[src/rtl/fb_scan_reader.sv]
// Frame buffer scan-out: raster reads with 2x/2x upscale into the display FIFO,
// absorbing BRAM read latency behind a small skid buffer under FIFO backpressure.
module fb_scan_reader #(
    parameter int unsigned H_SRC      = 320,
    parameter int unsigned V_SRC      = 240,
    parameter int unsigned RD_LAT     = 1,
    parameter int unsigned SKID_DEPTH = RD_LAT + 1
) (
    input  logic        clk_i,
    input  logic        rst_ni,
    input  logic        en_i,
    input  logic        resync_i,
    output logic [16:0] fb_addr_o,
    output logic        fb_re_o,
    input  logic [23:0] fb_dout_i,
    input  logic        fifo_full_i,
    output logic        fifo_wr_en_o,
    output logic [23:0] fifo_din_o,
    output logic        frame_done_o,
    output logic        busy_o
);

    localparam int unsigned H_OUT = 2 * H_SRC;
    localparam int unsigned V_OUT = 2 * V_SRC;
    localparam int unsigned XW    = $clog2(H_OUT);
    localparam int unsigned YW    = $clog2(V_OUT);
    localparam int unsigned CW    = $clog2(SKID_DEPTH + RD_LAT + 1);
    localparam int unsigned PW    = (SKID_DEPTH > 1) ? $clog2(SKID_DEPTH) : 1;

    typedef enum logic [1:0] {
        IDLE  = 2'd0,
        RUN   = 2'd1,
        FLUSH = 2'd2
    } state_t;

    state_t state_q, state_d;

    logic [XW-1:0] out_x_q, out_x_d;
    logic [YW-1:0] out_y_q, out_y_d;
    logic [16:0]   line_base_q, line_base_d;

    logic [RD_LAT-1:0] tag_q, tag_d;
    logic [RD_LAT-1:0] eof_q, eof_d;

    logic [23:0]           buf_data_q [SKID_DEPTH];
    logic [SKID_DEPTH-1:0] buf_eof_q;
    logic [PW-1:0]         rd_ptr_q, rd_ptr_d;
    logic [PW-1:0]         wr_ptr_q, wr_ptr_d;
    logic [CW-1:0]         count_q, count_d;

    logic [CW-1:0] in_flight;
    logic [CW-1:0] credit;
    logic          run_live;
    logic          ret_vld;
    logic          ret_eof;
    logic          issue;
    logic          push;
    logic          pop;
    logic          last_px;

    function automatic logic [PW-1:0] ptr_inc(input logic [PW-1:0] p);
        return (p == PW'(SKID_DEPTH - 1)) ? '0 : p + 1'b1;
    endfunction

    always_comb begin
        in_flight = '0;
        for (int unsigned i = 0; i < RD_LAT; i++) begin
            in_flight = in_flight + CW'(tag_q[i]);
        end
        run_live = (state_q == RUN) && !resync_i;
        ret_vld  = tag_q[RD_LAT-1];
        ret_eof  = eof_q[RD_LAT-1];
        pop      = run_live && (count_q != '0) && !fifo_full_i;
        push     = run_live && ret_vld;
        // The entry leaving this cycle frees its slot, so steady state sustains one read per cycle.
        credit   = in_flight + count_q - CW'(pop);
        issue    = run_live && en_i && (credit < CW'(SKID_DEPTH));
        last_px  = (out_x_q == XW'(H_OUT - 1)) && (out_y_q == YW'(V_OUT - 1));
    end

    always_comb begin
        tag_d    = '0;
        eof_d    = '0;
        tag_d[0] = issue;
        eof_d[0] = issue && last_px;
        for (int unsigned i = 1; i < RD_LAT; i++) begin
            tag_d[i] = tag_q[i-1];
            eof_d[i] = eof_q[i-1];
        end
    end

    always_comb begin
        out_x_d     = out_x_q;
        out_y_d     = out_y_q;
        line_base_d = line_base_q;
        if (resync_i) begin
            out_x_d     = '0;
            out_y_d     = '0;
            line_base_d = '0;
        end else if (issue) begin
            if (out_x_q == XW'(H_OUT - 1)) begin
                out_x_d = '0;
                if (out_y_q == YW'(V_OUT - 1)) begin
                    out_y_d     = '0;
                    line_base_d = '0;
                end else begin
                    out_y_d = out_y_q + 1'b1;
                    // Odd output line closes a source-line pair.
                    if (out_y_q[0]) begin
                        line_base_d = line_base_q + 17'(H_SRC);
                    end
                end
            end else begin
                out_x_d = out_x_q + 1'b1;
            end
        end
    end

    always_comb begin
        rd_ptr_d = rd_ptr_q;
        wr_ptr_d = wr_ptr_q;
        count_d  = count_q;
        if (resync_i) begin
            rd_ptr_d = '0;
            wr_ptr_d = '0;
            count_d  = '0;
        end else begin
            if (push) begin
                wr_ptr_d = ptr_inc(wr_ptr_q);
            end
            if (pop) begin
                rd_ptr_d = ptr_inc(rd_ptr_q);
            end
            count_d = count_q + CW'(push) - CW'(pop);
        end
    end

    always_comb begin
        state_d = state_q;
        unique case (state_q)
            IDLE: begin
                if (en_i) begin
                    state_d = RUN;
                end
            end
            RUN: begin
                if (resync_i) begin
                    state_d = FLUSH;
                end else if (!en_i && (in_flight == '0) && (count_q == '0)) begin
                    state_d = IDLE;
                end
            end
            FLUSH: begin
                if (!resync_i && (in_flight == '0)) begin
                    state_d = en_i ? RUN : IDLE;
                end
            end
            default: state_d = IDLE;
        endcase
    end

    always_ff @(posedge clk_i or negedge rst_ni) begin
        if (!rst_ni) begin
            state_q     <= IDLE;
            out_x_q     <= '0;
            out_y_q     <= '0;
            line_base_q <= '0;
            tag_q       <= '0;
            eof_q       <= '0;
            rd_ptr_q    <= '0;
            wr_ptr_q    <= '0;
            count_q     <= '0;
            buf_eof_q   <= '0;
            for (int unsigned i = 0; i < SKID_DEPTH; i++) begin
                buf_data_q[i] <= '0;
            end
        end else begin
            state_q     <= state_d;
            out_x_q     <= out_x_d;
            out_y_q     <= out_y_d;
            line_base_q <= line_base_d;
            tag_q       <= tag_d;
            eof_q       <= eof_d;
            rd_ptr_q    <= rd_ptr_d;
            wr_ptr_q    <= wr_ptr_d;
            count_q     <= count_d;
            if (push) begin
                buf_data_q[wr_ptr_q] <= fb_dout_i;
                buf_eof_q[wr_ptr_q]  <= ret_eof;
            end
        end
    end

    assign fb_addr_o    = line_base_q + 17'(out_x_q[XW-1:1]);
    assign fb_re_o      = issue;
    assign fifo_wr_en_o = pop;
    assign fifo_din_o   = buf_data_q[rd_ptr_q];
    assign frame_done_o = pop && buf_eof_q[rd_ptr_q];
    assign busy_o       = (state_q != IDLE);

endmodule

[config.mk]
export PLATFORM = sky130hd
export DESIGN_NAME = fb_scan_reader
export DESIGN_NICKNAME = d
export VERILOG_FILES = /design/src/rtl/fb_scan_reader.sv
export SDC_FILE = /design/constraint.sdc
export NUM_CORES = 1
export LEC_CHECK = 0
export BUFFER_PORTS_ARGS = -buffer_cell sky130_fd_sc_hd__buf_4
export CORE_AREA = 5 5 107 109
export DETAILED_ROUTE_END_ITERATION = 7
export DIE_AREA = 0 0 112 114
export PLACE_DENSITY_LB_ADDON = 0.3
export SYNTH_ARGS = -nofsm -noshare
export SYNTH_HDL_FRONTEND = slang
export SYNTH_SLANG_ARGS = --single-unit
[constraint.sdc]
create_clock -name clk_i -period 8.6 [get_ports clk_i]
set_input_delay 1.72 -clock clk_i [delete_from_list [all_inputs] [get_ports clk_i]]
set_output_delay 1.72 -clock clk_i [all_outputs]
set_load 0.01 [all_outputs]
## Yosys cells after proc, flatten, opt, wreduce, memory -nomap -nowiden

Index checks and enable logic that the tools add are counted.

| storage, ports and cells | value |
|---|---|
| bits in registers | 94 |
| word-level logic and storage cells | 104 |

| operators by class | value |
|---|---|
| reduce and logical (&&, ||, !) cells | 30 |
| mux-type cells | 36 |
| bitwise logic cells | 2 |
| equality and inequality tests | 7 |
| add/subtract/negate cells | 10 |
| magnitude comparators | 7 |

Operator list:

| kind | count |
|---|---|
| $mux 24 | 4 |
| $mux 17 | 5 |
| $bwmux 48 | 1 |
| $mux 9 | 4 |
| $mux 10 | 3 |
| $demux 24 s1 | 1 |
| $add 17x9->17 | 1 |
| $add 17x9->17 const B | 1 |
| $logic_and 1x1->1 | 14 |
| $reduce_bool 2->1 | 6 |
| $add 10x1->10 const B | 1 |
| $eq 10x10->1 const B | 1 |
| $mux 1 | 10 |
| $mux 2 | 5 |
| $add 9x1->9 const B | 1 |
| $eq 9x9->1 const B | 1 |
| $logic_not 2->1 | 3 |
| $pmux 2 s3 | 1 |
| $reduce_and 3->1 | 2 |
| $ge 2x2->1 const B | 2 |
| $lt 1x2->1 const B | 2 |
| $ne 2x2->1 const B | 2 |
| $not 1->2 | 2 |
| $sub 2x1->2 | 2 |
| 14 further kinds | 17 |

## Depth between registers and ports, before layout

| depth | value |
|---|---|
| depth in word-level cells | 9 |
| mapped depth | 11 |
| mapped depth without buffers | 10 |

## Least setup slack after synthesis

No wires, ideal clock.

| timing | value |
|---|---|
| kind | input -> output |
| from | in resync_i |
| to | out fb_re_o |
| slack | 3040 ps |
| arrival | 3840 ps |
| required time | 6880 ps |
| cell stages on the path | 8 |
| path buffers | 1 |
| cell sequence | buf_2 or3_1 nor3_1 ha_1 nor2b_1 xor2_2 nand2_1 inv_1 |

| on the way | value |
|---|---|
| cells in the longest elaborated chain, start to end | 7 |
| elaborated cells between the ends (all ways) | 8 |

RTL lines:

| what | line | source |
|---|---|---|
| from (decl) | 12 | `input logic resync_i,` |
| $logic_not 1->1 | 70 | `run_live = (state_q == RUN) && !resync_i;` |
| $logic_and 1x1->1 | 70 |  |
| $logic_and 1x1->1 (2 in series) | 73 | `pop = run_live && (count_q != '0) && !fifo_full_i;` |
| named net fifo_wr_en_o | 17 | `output logic fifo_wr_en_o,` |
| $sub 2x1->2 | 76 | `credit = in_flight + count_q - CW'(pop);` |
| $lt 2x2->1 | 77 | `issue = run_live && en_i && (credit < CW'(SKID_DEPTH));` |
| $logic_and 1x1->1 | 77 |  |
| to (decl) | 14 | `output logic fb_re_o,` |

The timed path passes the listed nets, and every way through them passes these cells.

## Final worst setup path

| timing | value |
|---|---|
| from | in resync_i |
| to | out fb_re_o |

| on the way | value |
|---|---|
| cells in the longest elaborated chain, start to end | 7 |
| elaborated cells between the ends (all ways) | 8 |

RTL lines:

| what | line |
|---|---|
| $logic_not 1->1 * | 70 |
| $logic_and 1x1->1 * | 70 |
| $logic_and 1x1->1 (2 in series) | 73 |
| $sub 2x1->2 | 76 |
| $lt 2x2->1 | 77 |
| $logic_and 1x1->1 * | 77 |

Every way passes the cells marked *; elsewhere a longest branch is shown, timed or not.

==> impl_metrics.tcl <==
set metrics [dict create \
    clkLatencyLatePin_ns 0.35 \
    p_per_area_nw_per_um2 195 \
    cts_buffers 9 \
    intPower_uw 774 \
    crit_path_max_incr_delay_ns 0.48 \
    worst_path_most_repeated_cell "buf_4" \
    min_period_over_period_pct 68.4 \
    cts_tree "done" \
    final_antenna_net_count 0 \
    relSlewSlack_pct 33.8 \
    required_ns 6.88 \
    grt_pass1_vias 3323 \
    hp-class "flip-flop to flip-flop" \
    critPathLaunchType "input port" \
    nNetsFinal 501 \
    post_drt_via_cell_ratio 5.34 \
    dp_cells 592 \
    maxCapViolCount 0 \
    total_power_uw 1050 \
    syn_avg_cell_area_um2 11.3 \
    finalClockSkew_ns 0.0110 \
    dieArea_um2 12800 \
    yosysUniqueCellTypes 48 \
    worstMarginPinSlew_ns 0.985 \
    path_buf_inv 3 \
    area_growth_pct 19.2 \
    fmax_mhz 170 \
    grt_max_degree 58 \
    status "completed" \
    rsz0062_at_grt "false" \
    vias 3247 \
    async_flop_share_pct 100 \
    wl_per_cell_um 15.8 \
    synthesis.nets 439 \
    cts_resized 0 \
    cp_cell_sequence "buf_4 > or3_1 > nor3_1 > ha_1 > nor2b_1 > xor2_2 > nand2_1 > inv_1 > buf_4" \
    cpMaxStageDelayCell "nor3_1" \
    place_area_um2 5170 \
    portBuffers 73 \
    power_frac_seq_pct 47.2 \
    die_width_um 112 \
    fin_cells 608 \
    clock_power_share_pct 29.9 \
    rows 38 \
    switchingPower_uw 277 \
    synth_edf_count 0 \
    vdd_drop_max_v 0.0000836 \
    clock-root-buffer "clkbuf_8" \
    initial_utilization_pct 43.1 \
    synth_flop_cell "dfrtp_1" \
    end_kind "output port" \
    critPathMaxFanout 34 \
    cts-htree-levels 3 \
    ys_top_cells_by_area "dfrtp_1 (49%), mux2_2 (18%), a21oi_1 (2.7%), ha_1 (2.5%), xnor2_1 (2.3%)" \
    drt-pass1-iter-count 4 \
    fill_cells 966 \
    slew_viol_final 0 \
    combinationalPowerShare_pct 22.9 \
    hold_buffers 0 \
    grt_pass1_wl_mm 16.3 \
    fin_tns_setup_ns 0 \
    yosysTopAreaCellShare_pct 48.7 \
    power.leakage_uw 0.00255 \
    place_congestion 0.846 \
    clk_transition_reported_paths_ns 0.08 \
    final_common_cell "dfrtp_1" \
    worstSetupPathType "input port to output port" \
    layout_common_cells "dfrtp_1 (88), buf_4 (77), mux2_2 (74)" \
    critPathTopFamily "simple AND/OR/NAND/NOR gates" \
    synth_area_leader_cell "dfrtp_1" \
    drtIter0Drc 148 \
    die_h_um 114 \
    critPathArrivalTime_ns 4.16 \
    ys_warn_count 0 \
    regToRegSetupSlack_ns 4.74 \
    antenna_found_initial 0 \
    cts_buffer_depth 2 \
    antenna_cells 0 \
    grt_usage_pct 15.7 \
    setup_viol 0 \
    clock_sinks 88 \
    yosysSeqAreaShare_pct 48.7 \
    core_area_um2 10500 \
    drive_gt1_share_pct 37.8 \
    drcViolationCount 0 \
    cts_setup_buffers 0 \
    pin_count 74 \
    synth.cell_area_um2 4530 \
    overflow 0 \
    hold_viol_final 0 \
    finalCriticalPeriod_ns 5.88 \
    routed_wl_mm 9.60 \
    ys_ff_latch 88 \
    dp_hpwl_mm 6.70 \
    stdcell_area_um2 5390 \
    synthCells 401 \
    p_sw_share_pct 26.4 \
]
[path summary, 6_finish.rpt]
path	start	to	cells past startpoint
max	resync_i	fb_re_o	9
min	buf_data_q[1]$_DFFE_PN0P_	buf_data_q[1]$_DFFE_PN0P_	1
max reg2reg	state_q[1]$_DFFE_PN0P_	out_y_q[8]$_DFFE_PN0P_	8
min reg2reg	buf_data_q[1]$_DFFE_PN0P_	buf_data_q[1]$_DFFE_PN0P_	1
max in group asynchronous	rst_ni	out_y_q[8]$_DFFE_PN0P_	2
min in group asynchronous	rst_ni	line_base_q[14]$_DFFE_PN0P_	1
[layer usage]
| layer | vias up | wire (um) | global-route usage, % |
|---|---|---|---|
| met5 | - | 0 | 0 |
| met4 | 0 | 140 | 5.45 |
| met3 | 12 | 356 | 2.49 |
| met2 | 63 | 4700 | 25.8 |
| met1 | 1615 | 4410 | 21.2 |
| li1 | 1557 | - | - |
[cell type report]
class                           instances  area, um2  area share (%)
Clock buffer                           10        128            2.37
Multi-Input combinational cell        281       2200            40.7
Timing Repair Buffer                   77        578            10.7
Inverter                                6       22.5           0.418
Sequential cell                        88       2200            40.8
Tap cell                              140        175            3.25
Clock inverter                          6       90.1            1.67
[stage by stage]
step / setup WS, ns / hold WS, ns / util (%)
after global routing: 2.49 / 0.522 / 51.3
after global placement: 2.75 / 0.481 / 49.2
after floorplan: 3.04 / 0.474 / -
after detailed placement: 2.71 / 0.490 / 49.2
after CTS: 2.70 / 0.509 / 51.3
final: 2.72 / 0.505 / 51.3
[sequential cells by signal (all words and copies together) (netlist names)]
name / flops
buf_data_q: 48
line_base_q: 11
out_x_q: 10
out_y_q: 9
buf_eof_q: 2
count_q: 2
state_q: 2
eof_q: 1
rd_ptr_q: 1
ret_vld: 1
wr_ptr_q: 1
[cell usage after synthesis (all sizes together), types with 5 or more instances]
library cell and n:
a21oi 24, nand3 13, o21ai 11, nand2 22
or3 6, nor3 12, nor2b 5, inv 6
o211ai 5, clkbuf 16, nor2 22, and3 5
o31ai 5, ha 9, nand4 10, xnor2 13
xor2 12, buf 10, mux2 74, dfrtp 88
[power groups by stage]
stage,clock [uW],sequential (uW),combinational [uW]
detailed placement,0,505,246
global route,338,503,264
finish,314,496,241
floorplan,0,496,138
CTS,322,497,247
global placement,0,501,241
[kinds of logic after synthesis]
logic type,share of synthesized area (%)
multiplexers,18.6
XOR/XNOR,5.17
buffers and inverters,2.99
flip-flops,48.7
AND/OR/NAND/NOR,14.9
AO/OA/AOI/OAI,7.16
adder cells (fa/ha/maj),2.49
Power figures use the tool's default switching activity.
